<file path="src/rtl/funct_generator_mc.sv">
// Multi-channel DDS waveform generator: N_CH channels serviced round-robin,
// one amplitude-scaled sample per cycle into a downstream FIFO with backpressure.
module funct_generator_mc #(
  parameter int N_CH       = 4,
  parameter int DATA_WIDTH = 16,
  parameter int PHASE_W    = 16,
  parameter int LUT_ADDR   = 8,
  parameter int AMP_WIDTH  = 8
) (
  input  logic                         clk,
  input  logic                         rst,
  input  logic                         en_i,
  input  logic                         clear_i,
  input  logic                         cfg_we_i,
  input  logic [$clog2(N_CH)-1:0]      cfg_ch_i,
  input  logic [1:0]                   cfg_sel_i,
  input  logic [AMP_WIDTH-1:0]         cfg_amp_i,
  input  logic [PHASE_W-1:0]           cfg_step_i,
  input  logic                         fifo_full_i,
  output logic                         wr_en_o,
  output logic signed [DATA_WIDTH-1:0] data_o,
  output logic [$clog2(N_CH)-1:0]      ch_o,
  output logic                         busy_o
);

  localparam int CH_W      = $clog2(N_CH);
  localparam int LUT_DEPTH = 1 << LUT_ADDR;
  localparam int PROD_W    = DATA_WIDTH + AMP_WIDTH + 1;
  localparam int MAX_INT   = (2 ** (DATA_WIDTH - 1)) - 1;

  localparam logic signed [DATA_WIDTH-1:0] MAX_VAL = DATA_WIDTH'(MAX_INT);
  localparam logic signed [DATA_WIDTH-1:0] MIN_VAL = -MAX_VAL;
  localparam logic signed [PROD_W-1:0]     SAT_HI  = PROD_W'(MAX_INT);
  localparam logic signed [PROD_W-1:0]     SAT_LO  = -SAT_HI;
  localparam logic [LUT_ADDR-1:0]          QUARTER = LUT_ADDR'(LUT_DEPTH / 4);

  typedef enum logic [1:0] {
    IDLE,
    GEN,
    STALL
  } state_t;

  state_t state_q;

  logic [PHASE_W-1:0]   phase_q [N_CH];
  logic [1:0]           sel_q   [N_CH];
  logic [AMP_WIDTH-1:0] amp_q   [N_CH];
  logic [PHASE_W-1:0]   step_q  [N_CH];
  logic [CH_W-1:0]      ptr_q;

  logic                         wr_en_q;
  logic signed [DATA_WIDTH-1:0] data_q;
  logic [CH_W-1:0]              ch_q;

  logic signed [DATA_WIDTH-1:0] lut [LUT_DEPTH];

  // Sine table is a set of elaboration-time constants, rounded half away from zero.
  for (genvar k = 0; k < LUT_DEPTH; k++) begin : g_lut
    localparam real ANGLE  = 2.0 * 3.141592653589793 * real'(k) / real'(LUT_DEPTH);
    localparam real SCALED = real'(MAX_INT) * $sin(ANGLE);
    localparam int  VALUE  = (SCALED >= 0.0) ? $rtoi(SCALED + 0.5) : $rtoi(SCALED - 0.5);
    assign lut[k] = VALUE[DATA_WIDTH-1:0];
  end

  logic                         emit;
  logic [PHASE_W-1:0]           curPhase;
  logic [LUT_ADDR-1:0]          lutAddr;
  logic [LUT_ADDR-1:0]          cosAddr;
  logic [DATA_WIDTH-1:0]        triU;
  logic [DATA_WIDTH:0]          twoQ;
  logic [DATA_WIDTH:0]          maxWide;
  logic [DATA_WIDTH:0]          triWide;
  logic signed [DATA_WIDTH-1:0] wave;
  logic signed [PROD_W-1:0]     waveExt;
  logic signed [PROD_W-1:0]     ampExt;
  logic signed [PROD_W-1:0]     prod;
  logic signed [PROD_W-1:0]     scaled;
  logic signed [DATA_WIDTH-1:0] sample_d;

  assign emit = en_i & ~fifo_full_i & ~clear_i;

  always_comb begin
    curPhase = phase_q[ptr_q];
    lutAddr  = curPhase[PHASE_W-1 -: LUT_ADDR];
    cosAddr  = lutAddr + QUARTER;

    triU    = curPhase[PHASE_W-1 -: DATA_WIDTH];
    twoQ    = {1'b0, triU[DATA_WIDTH-2:0], 1'b0};
    maxWide = {2'b00, {(DATA_WIDTH-1){1'b1}}};
    if (!triU[DATA_WIDTH-1]) begin
      triWide = twoQ - maxWide;
    end else begin
      triWide = maxWide - twoQ;
    end

    case (sel_q[ptr_q])
      2'b00:   wave = lut[lutAddr];
      2'b01:   wave = lut[cosAddr];
      2'b10:   wave = triWide[DATA_WIDTH-1:0];
      default: wave = curPhase[PHASE_W-1] ? MIN_VAL : MAX_VAL;
    endcase

    // Floor-shift back to unity gain, then clamp to the symmetric range.
    waveExt = {{(AMP_WIDTH+1){wave[DATA_WIDTH-1]}}, wave};
    ampExt  = {{(DATA_WIDTH+1){1'b0}}, amp_q[ptr_q]};
    prod    = waveExt * ampExt;
    scaled  = prod >>> (AMP_WIDTH - 1);

    if (scaled > SAT_HI) begin
      sample_d = MAX_VAL;
    end else if (scaled < SAT_LO) begin
      sample_d = MIN_VAL;
    end else begin
      sample_d = scaled[DATA_WIDTH-1:0];
    end
  end

  always_ff @(posedge clk or posedge rst) begin
    if (rst) begin
      state_q <= IDLE;
      wr_en_q <= 1'b0;
      data_q  <= '0;
      ch_q    <= '0;
    end else begin
      wr_en_q <= emit;
      if (clear_i) begin
        data_q <= '0;
        ch_q   <= '0;
      end else if (emit) begin
        data_q <= sample_d;
        ch_q   <= ptr_q;
      end

      if (clear_i) begin
        state_q <= IDLE;
      end else begin
        case (state_q)
          IDLE: begin
            if (en_i) state_q <= GEN;
          end
          GEN: begin
            if (!en_i)            state_q <= IDLE;
            else if (fifo_full_i) state_q <= STALL;
          end
          STALL: begin
            if (!en_i)             state_q <= IDLE;
            else if (!fifo_full_i) state_q <= GEN;
          end
          default: state_q <= IDLE;
        endcase
      end
    end
  end

  // A config write lands after the emit update so it wins on a same-channel collision.
  always_ff @(posedge clk or posedge rst) begin
    if (rst) begin
      for (int i = 0; i < N_CH; i++) begin
        phase_q[i] <= '0;
        sel_q[i]   <= '0;
        amp_q[i]   <= '0;
        step_q[i]  <= '0;
      end
      ptr_q <= '0;
    end else begin
      if (clear_i) begin
        for (int i = 0; i < N_CH; i++) begin
          phase_q[i] <= '0;
        end
        ptr_q <= '0;
      end else if (emit) begin
        phase_q[ptr_q] <= phase_q[ptr_q] + step_q[ptr_q];
        ptr_q          <= ptr_q + CH_W'(1);
      end

      if (cfg_we_i) begin
        sel_q[cfg_ch_i]   <= cfg_sel_i;
        amp_q[cfg_ch_i]   <= cfg_amp_i;
        step_q[cfg_ch_i]  <= cfg_step_i;
        phase_q[cfg_ch_i] <= '0;
      end
    end
  end

  assign wr_en_o = wr_en_q;
  assign data_o  = data_q;
  assign ch_o    = ch_q;
  assign busy_o  = (state_q != IDLE);

endmodule

</file>
<file path="config.mk">
export PLATFORM = sky130hd
export DESIGN_NAME = funct_generator_mc
export DESIGN_NICKNAME = d
export VERILOG_FILES = /design/src/rtl/funct_generator_mc.sv
export SDC_FILE = /design/constraint.sdc
export NUM_CORES = 1
export LEC_CHECK = 0
export BUFFER_PORTS_ARGS = -buffer_cell sky130_fd_sc_hd__buf_4
export CELL_PAD_IN_SITES_DETAIL_PLACEMENT = 1
export CELL_PAD_IN_SITES_GLOBAL_PLACEMENT = 2
export CORE_UTILIZATION = 40
export CTS_CLUSTER_SIZE = 24
export DETAILED_ROUTE_END_ITERATION = 12
export GPL_TIMING_DRIVEN = 0
export PLACE_DENSITY_LB_ADDON = 0.1
export SLEW_MARGIN = 25
export SYNTH_ARGS = -nofsm -noshare
export SYNTH_HDL_FRONTEND = slang
export SYNTH_SLANG_ARGS = --single-unit
</file>
<file path="constraint.sdc">
create_clock -name clk -period 21.2 [get_ports clk]
set_clock_uncertainty 0.05 [all_clocks]
set_input_delay 2.12 -clock clk [delete_from_list [all_inputs] [get_ports clk]]
set_output_delay 2.12 -clock clk [all_outputs]
set_load 0.01 [all_outputs]
</file>
# Word level (Yosys, flattened, before mapping)
# Memory sizes are Yosys's and may differ from the RTL's.
# Cells that the tools add are included.
# word_totals
in_bits,34
romBits,8192
word_cells,110
mem_count,2
ramBits,0
register_bits,191
latchBits,0
# classes
n_addsub,5
mul,1
reduce_logical,7
n_shift,0
eq_ne,7
bitwise_logic,10
mux,49
div_mod_pow,0
order_cmp,8
# mem_list
memory,words,width,read_ports,rd_ports_with_merged_regs,wr,line_no,rtl
(no name shown),256,16,1,0,0,98,2'b01: wave = lut[cosAddr];
(no name shown),256,16,1,0,0,97,2'b00: wave = lut[lutAddr];
# op_table
operator,n
16-bit two-way mux,16
64-bit two-way mux,3
64-bit bitwise mux,2
64-bit bitwise AND,1
16-bit binary-select mux with 2-bit select,2
16-bit demux with 2-bit select,2
64-bit inverter,1
16-bit one-hot mux with 3 select lines,1
32-bit bitwise mux,1
2-bit two-way mux,13
16-bit by 9-bit multiplier with 25-bit output,1
8-bit two-way mux,3
"9-bit >= comparator, second input constant",2
"18-bit by 16-bit greater-than comparator with 1-bit output, second input constant",1
"18-bit by 16-bit < comparator with 1-bit output, second input constant",1
8-bit inverter with 9-bit output,2
16-bit adder,1
8-bit binary-select mux with 2-bit select,1
8-bit demux with 2-bit select,1
"15-bit by 16-bit subtractor with 16-bit output, first input constant",1
"16-bit by 15-bit subtractor with 16-bit output, second input constant",1
"8-bit by 7-bit adder with 8-bit output, second input constant",1
8-bit bitwise mux,1
"4-bit inequality test, second input constant",2
16 further kinds,26

# Logic depth before layout (Yosys ltp)
# Gate-level depths: netlist (run 1).
# depth
word_depth,16
depth_mapped,46

# Worst setup path before layout (run 1)
# OpenSTA, ideal clock, no wires.
# synth_path
path_type,register to register
from,register ptr_q[0]
to,register data_q[5] (netlist: data_o[5])
synth_period_minus_slack_ps,9069
path_stages_with_launch,41
setup_slack_ps,12131
arrival_time_ps,8891
cell_sequence,dfrtp_1 buf_6 mux4_2 clkbuf_1 clkbuf_1 ha_1 clkbuf_1 or2_2 clkbuf_1 a21oi_1 or3_1 o21ai_0 a21oi_1 a22oi_1 nor2_1 a21oi_1 o211ai_1 o21ai_1 [... 5 more ...] inv_1 fa_1 inv_1 ha_1 clkbuf_1 a21o_1 a21o_1 a21o_1 a21o_1 a21o_1 a21o_1 a221o_1 a21oi_4 o21ai_0 o21a_1 and2_4 buf_6 a2111o_1
# synth_between
elab_chain_cells,16
elab_cells_between_ends,34
classes_between,add/sub (3); mul (1); order compare (2); eq/ne (2); mux (20); bitwise (3); reduce/logical (1); memory (2)
# synth_rtl
element,line_no,rtl
from (decl),49,logic [CH_W-1:0] ptr_q;
from (signal assigned),173,ptr_q <= ptr_q + CH_W'(1);
2-bit inverter with 3-bit output (implied by the code) *,"83, 96, 105",
16-bit binary-select mux with 2-bit select,83,curPhase = phase_q[ptr_q];
16-bit two-way mux (implied by the code) (2 in a row),83,
8-bit by 7-bit adder with 8-bit output,85,cosAddr = lutAddr + QUARTER;
8-bit inverter with 9-bit output (implied by the code),98,
memory 256 x 16 bit,-,
16-bit two-way mux (implied by the code) (2 in a row),98,
16-bit one-hot mux with 3 select lines,96,case (sel_q[ptr_q])
16-bit by 9-bit multiplier with 25-bit output *,106,prod = waveExt * ampExt;
18-bit by 16-bit < comparator with 1-bit output,111,end else if (scaled < SAT_LO) begin
16-bit two-way mux,111,
16-bit two-way mux *,109,if (scaled > SAT_HI) begin
16-bit two-way mux *,129,end else if (emit) begin
16-bit two-way mux *,126,if (clear_i) begin
to (signal assigned),130,data_q <= sample_d;
to (decl),52,logic signed [DATA_WIDTH-1:0] data_q;
# Mark *: on every way between the ends. The rest lies on a longest branch, timed or not. The select of a mux whose other input is x is not followed.
# A chain may end at the register's enable or synchronous reset.

# Worst setup path after layout (run 1)
# layout_path
from,register ptr_q[0]
to,register data_q[0] (netlist: data_o[0])
# Same word-level chain as after synthesis.

==> run_results.csv, run 1 <==
group,metric,value,unit
synthesis,ys_ff_latch,191,
synthesis,synth_edf_count,0,
route,first_pass_iters,5,
place,routabilityCongestion,1.011,
sta,post-route-period-util,59.00,%
floorplanning,start_util,40.75,%
setup_path,critPathMaxStageDelay,0.90,ns
run,cap_violations,0,
finish,mostFrequentLayoutCells,"314 x nand2_1, 191 x dfrtp_1, 183 x a21oi_1, 170 x inv_1, 156 x nor2_1",
sta,hold_viol_final,0,
finish,num-nets-final,2529,
sta,fin_crit,12.51,ns
route,vias,18620,
min_path,hold_class,"register to register",
synthesis,syn_nets,2453,
floorplanning,die-area,48510,um2
finish,syn_to_final_growth,9.582,%
global_routing,gr-total-overflow,0,
sta,tightest_slew,1.176,ns
finish,final_layout_size_suffix_gt1_share,13.56,%
sta,setup_violations,0,
global_routing,grt_max_degree,100,
finish,layout_commonest_cell,"nand2_1",
setup_path,critPathCaptureType,"register",
global_routing,grtUsageTotal,36.83,%
sta,max_freq,0.07994,GHz
finish,antenna_cells,0,
route,antenna_left,0,
clock_network,cts-root-buf,"clkbuf_16",
synthesis,synth_cell_type_count,93,
route,avgRoutedWirePerCell,30.09,um
min_path,holdPathStages,2,
clock_network,cts-resized-gates,0,
place,dpl.cell_count,2897,
clock_network,clk_pin_slew_worst_paths,0.08,ns
floorplanning,die_width,220.2,um
setup_path,path_max_fanout,12,
sta,setup_tns,0,ns
global_routing,antenna_found_initial,1,
setup_path,slowest_stage,"o31ai_1",
setup_path,ff2ff_path_depth,33,
synthesis,syn_inst,2234,
floorplanning,io_pins,54,
route,drtIter0Drc,1870,
synthesis,synthFlopType,"dfrtp_1",
clock_network,clock_latency,0.46,ns
floorplanning,row_count,79,
clock_network,htree_levels,4,
place,hpwl,65970,um
global_routing,grt_first_pass_wirelength,129600,um
finish,final_cell_count_no_fill,2930,
clock_network,cts_setup_buffers,0,
route,vias_per_cell,6.355,
outcome,run_status,"finished clean",
setup_path,crit_required,21.49,ns
route,drc_errors,0,
synthesis,ys_seq_area_share,25.09,%
setup_path,arrival,12.80,ns
clock_network,cts-hold-fix-buffers,0,
synthesis,async_flop_share,100.0,%
synthesis,yosysWarnings,0,
clock_network,cts.sinks,191,
sta,drv_slew,0,
route,routed_wl,88160,um
global_routing,grt_pass1_vias,19410,
clock_network,cts_tree,"yes",
floorplanning,fp.coreArea,46750,um2
clock_network,cts_buffers,17,
setup_path,critPathKind,"register to register",
sta,relSlewSlack,21.32,%
synthesis,synth.avg_cell_area,8.528,um2
floorplanning,die_y,220.2,um
sta,rsz0062_at_grt,"false",
synthesis,synthesis.area,19050,um2
setup_path,cp-start-kind,"register",
finish,fillCellCount,5537,
clock_network,cts.path.max_buffers,2,
place,port_buffers,53,
kinds of logic after synthesis:
kind of cell / Yosys count / synth area share [%]
DFF: 191 / 25.09
and+or+nand+nor: 704 / 16.74
muxes: 174 / 12.17
buffers and inverters: 338 / 7.172
AOI/OAI and AO/OA: 602 / 20.78
xor gates and xnor gates: 39 / 1.832
adders and majority gates: 186 / 16.22
flip-flops by register name (all words and copies together) (netlist names):
| register | cells |
|---|---|
| amp_q | 32 |
| step_q | 64 |
| ch_o | 2 |
| sel_q | 8 |
| phase_q | 64 |
| ptr_q | 2 |
| state_q | 2 |
| wr_en_o | 1 |
| data_o | 16 |
final timing paths:
path | startpoint | to | slack [ns]
max in group asynchronous | rst | phase_q[48] | 18.48
worst max register to register | ptr_q[0] | data_o[0] | 8.69
min in group asynchronous | rst | state_q[0] | 1.70
worst min register to register | data_o[2] | data_o[2] | 0.45
worst min-delay path | data_o[2] | data_o[2] | 0.45
worst max-delay path | ptr_q[0] | data_o[0] | 8.69
through the flow:
stage               utilization [%]  hold WS [ns]  worst slack [ns]  cell area (um2)
floorplan                         -        0.4237             12.13            19050
global placement              43.23        0.4150             8.465            20210
detailed placement            43.37        0.4321             9.111            20280
CTS                           44.61        0.4535             9.082            20860
global route                  44.65        0.4597             8.485            20880
finish                        44.65        0.4486             8.691            20880
cell type report:
type / count / area [um2] / share of cell area, %
multi-input combinational: 1705 / 12930 / 61.91
sequential: 191 / 4780 / 22.89
tap: 607 / 759.5 / 3.638
buffer: 162 / 706.9 / 3.386
inverter: 176 / 670.6 / 3.212
clock buffer: 21 / 460.4 / 2.205
timing repair buffer: 57 / 451.7 / 2.163
clock inverter: 11 / 122.6 / 0.5873
critical path: cells and delay by family, from the launching register on:
family                   cells  cell delay (ns)
flip-flops                   1             0.51
multiplexers                 1             0.40
AO/OA/AOI/OAI               10             2.92
adder cells (fa/ha/maj)      6             2.62
buffers and inverters        6             2.48
AND/OR/NAND/NOR             10             3.37
cells in the mapped netlist (19+ instances only):
cell type	n	area [um2]
nand2_1	314	1179
dfrtp_1	191	4780
a21oi_1	183	915.9
inv_1	171	641.9
nor2_1	156	585.6
o21ai_0	120	600.6
clkbuf_1	113	424.2
mux2_2	112	1261
fa_1	102	2042
ha_1	83	1039
nand3_1	47	235.2
and2_1	38	237.7
mux4_2	34	765.7
o211ai_1	32	240.2
nor2b_1	30	187.7
xnor2_1	30	262.8
a31oi_1	27	168.9
nor3_1	27	135.1
mux2i_1	25	250.2
nand2b_1	25	156.4
buf_2	22	110.1
a21o_1	21	157.7
o22ai_1	19	118.9
per-layer routing:
layer  vias up  part of all wire, %  global-route usage (%)
li1       7997                    -                       -
met1      9561                   43                   49.22
met2       857                   45                   57.69
met3       204                  7.6                   7.519
met4         0                  4.4                   15.86
met5         -                    0                       0
Power of run 1 is not shown: default switching activity piles up to over one toggle a cycle in this logic, so the estimate is an artifact.
==> run 2: changes to the inputs <==
Settings changed: CORE_UTILIZATION 40 to 36.
Clock period 21.2 ns to 10.6 ns, I/O delays scaled along.
==> run 2 against run 1 <==
Against the previous run:
- register-to-register slack lost 8.4 ns
- largest cell class unchanged
- first-iteration DRC count shrank 5.3%
- sequential cell count is the same
- hold slack lost 0.0059 ns
- highest routed layer unchanged
- die area grew 11%
- non-clock buffer count shrank 4
- maximum frequency grew 21%
- critical endpoint unchanged
- core utilization shrank 3.7 points
- critical path type unchanged
==> run_results.csv, run 2 (synthesized netlist as in run 1, its figures left out) <==
group,metric,value,unit
route,avgRoutedWirePerCell,28.10,um
floorplanning,die_width,232.1,um
place,placed_area,20390,um2
min_path,hold_class,"register to register",
sta,hold_viol_final,0,
outcome,run_status,"finished clean",
floorplanning,row_count,83,
clock_network,clk_pin_slew_worst_paths,0.07,ns
route,routed_wl,84280,um
sta,setup_violations,0,
global_routing,gr-total-overflow,0,
finish,antenna_cells,0,
global_routing,grt_pass1_vias,19750,
sta,relSlewSlack,27.14,%
route,first_pass_iters,5,
finish,final_layout_size_suffix_gt1_share,15.83,%
clock_network,cts_buffers,17,
finish,mostFrequentLayoutCells,"313 x nand2_1, 190 x dfrtp_1, 182 x a21oi_1, 168 x inv_1, 153 x nor2_1",
route,vias_per_cell,6.221,
clock_network,cts-root-buf,"clkbuf_16",
setup_path,critPathMaxStageDelay,0.51,ns
setup_path,crit_required,10.89,ns
route,drc_errors,0,
sta,max_freq,0.09697,GHz
place,hpwl,64090,um
place,port_buffers,53,
setup_path,critPathKind,"register to register",
place,routabilityCongestion,1.043,
route,antenna_left,0,
sta,post-route-period-util,97.29,%
floorplanning,io_pins,54,
finish,layout_commonest_cell,"nand2_1",
setup_path,ff2ff_path_depth,41,
finish,design_area,21230,um2
setup_path,cp-start-kind,"register",
finish,num-nets-final,2525,
global_routing,grt_max_degree,89,
finish,largestRegisters,"phase_q (64), step_q (64), amp_q (32)",
route,vias,18660,
setup_path,worst_path_most_repeated_cell,"fa_1",
clock_network,cts.path.max_buffers,2,
route,drtIter0Drc,1770,
setup_path,critPathCaptureType,"register",
sta,fin_crit,10.31,ns
clock_network,htree_levels,4,
global_routing,antenna_found_initial,2,
floorplanning,start_util,36.77,%
global_routing,grtUsageTotal,32.06,%
clock_network,cts-hold-fix-buffers,0,
setup_path,path_max_fanout,15,
min_path,holdPathStages,2,
clock_network,cts_tree,"yes",
setup_path,arrival,10.60,ns
finish,syn_to_final_growth,11.41,%
global_routing,grt_first_pass_wirelength,127900,um
setup_path,slowest_stage,"fa_1",
clock_network,clock_latency,0.45,ns
floorplanning,die-area,53850,um2
sta,tightest_slew,1.093,ns
sta,rsz0062_at_grt,"true",
floorplanning,die_y,232.1,um
clock_network,cts.sinks,191,
sta,drv_slew,0,
run,cap_violations,0,
floorplanning,fp.coreArea,51820,um2
run 2: final timing paths:
check / slack [ns] / from / end
worst max-delay path: 0.29 / ptr_q[0] / data_o[0]
worst min-delay path: 0.44 / data_o[8] / data_o[8]
worst min register to register: 0.44 / data_o[8] / data_o[8]
min in group asynchronous: 0.53 / rst / state_q[1]
max in group asynchronous: 9.21 / rst / step_q[9]
worst max register to register: 0.29 / ptr_q[0] / data_o[0]
run 2: through the flow:
step | setup slack [ns] | TNS (ns) | util, % | std cells | hold WS [ns]
floorplan | 1.531 | 0 | - | 2234 | 0.4237
global placement | -2.393 | -31.02 | 39.17 | 2967 | 0.4177
detailed placement | -1.325 | -14.70 | 39.35 | 2970 | 0.4295
CTS | 0.001585 | 0 | 40.71 | 3001 | 0.4470
global route | -0.03637 | -0.05908 | 40.96 | 2999 | 0.4670
finish | 0.2872 | 0 | 40.96 | 2999 | 0.4427
run 2: worst max-delay path: cells and delay by family, from the launching register on:
| family | cells | cell delay [ns] |
|---|---|---|
| mux | 2 | 0.49 |
| fa+ha+maj | 6 | 2.47 |
| compound gates | 14 | 3.29 |
| flops | 1 | 0.49 |
| buf+inv | 12 | 2.16 |
| simple gates | 7 | 1.21 |
run 2: layer usage:
metal	vias up	track usage [%]	part of all wire, %
met2	828	50.67	45
met5	-	0	0
li1	8001	-	-
met4	0	13.61	4.3
met3	235	5.513	7.2
met1	9593	43.05	43
run 2: area by class of cell:
cell class | count | area (um2)
clock buffers | 19 | 442.9
fillers | 6105 | 30600
flip-flops and latches | 191 | 4781
repair buffers | 59 | 483.0
plain buffers | 156 | 747.0
inverters | 176 | 680.7
well taps | 680 | 850.8
multi-input cells | 1705 | 13060
clock inverters | 13 | 176.4
run 2: repair_timing:
item / 4_1_cts / 5_1_grt
cloned: 0 / 0
buffers inserted: 2 / 1
endpoints found under the setup margin: 16 / 16
gates resized for setup: 34 / 56
Power of run 2 is left out for the same reason.
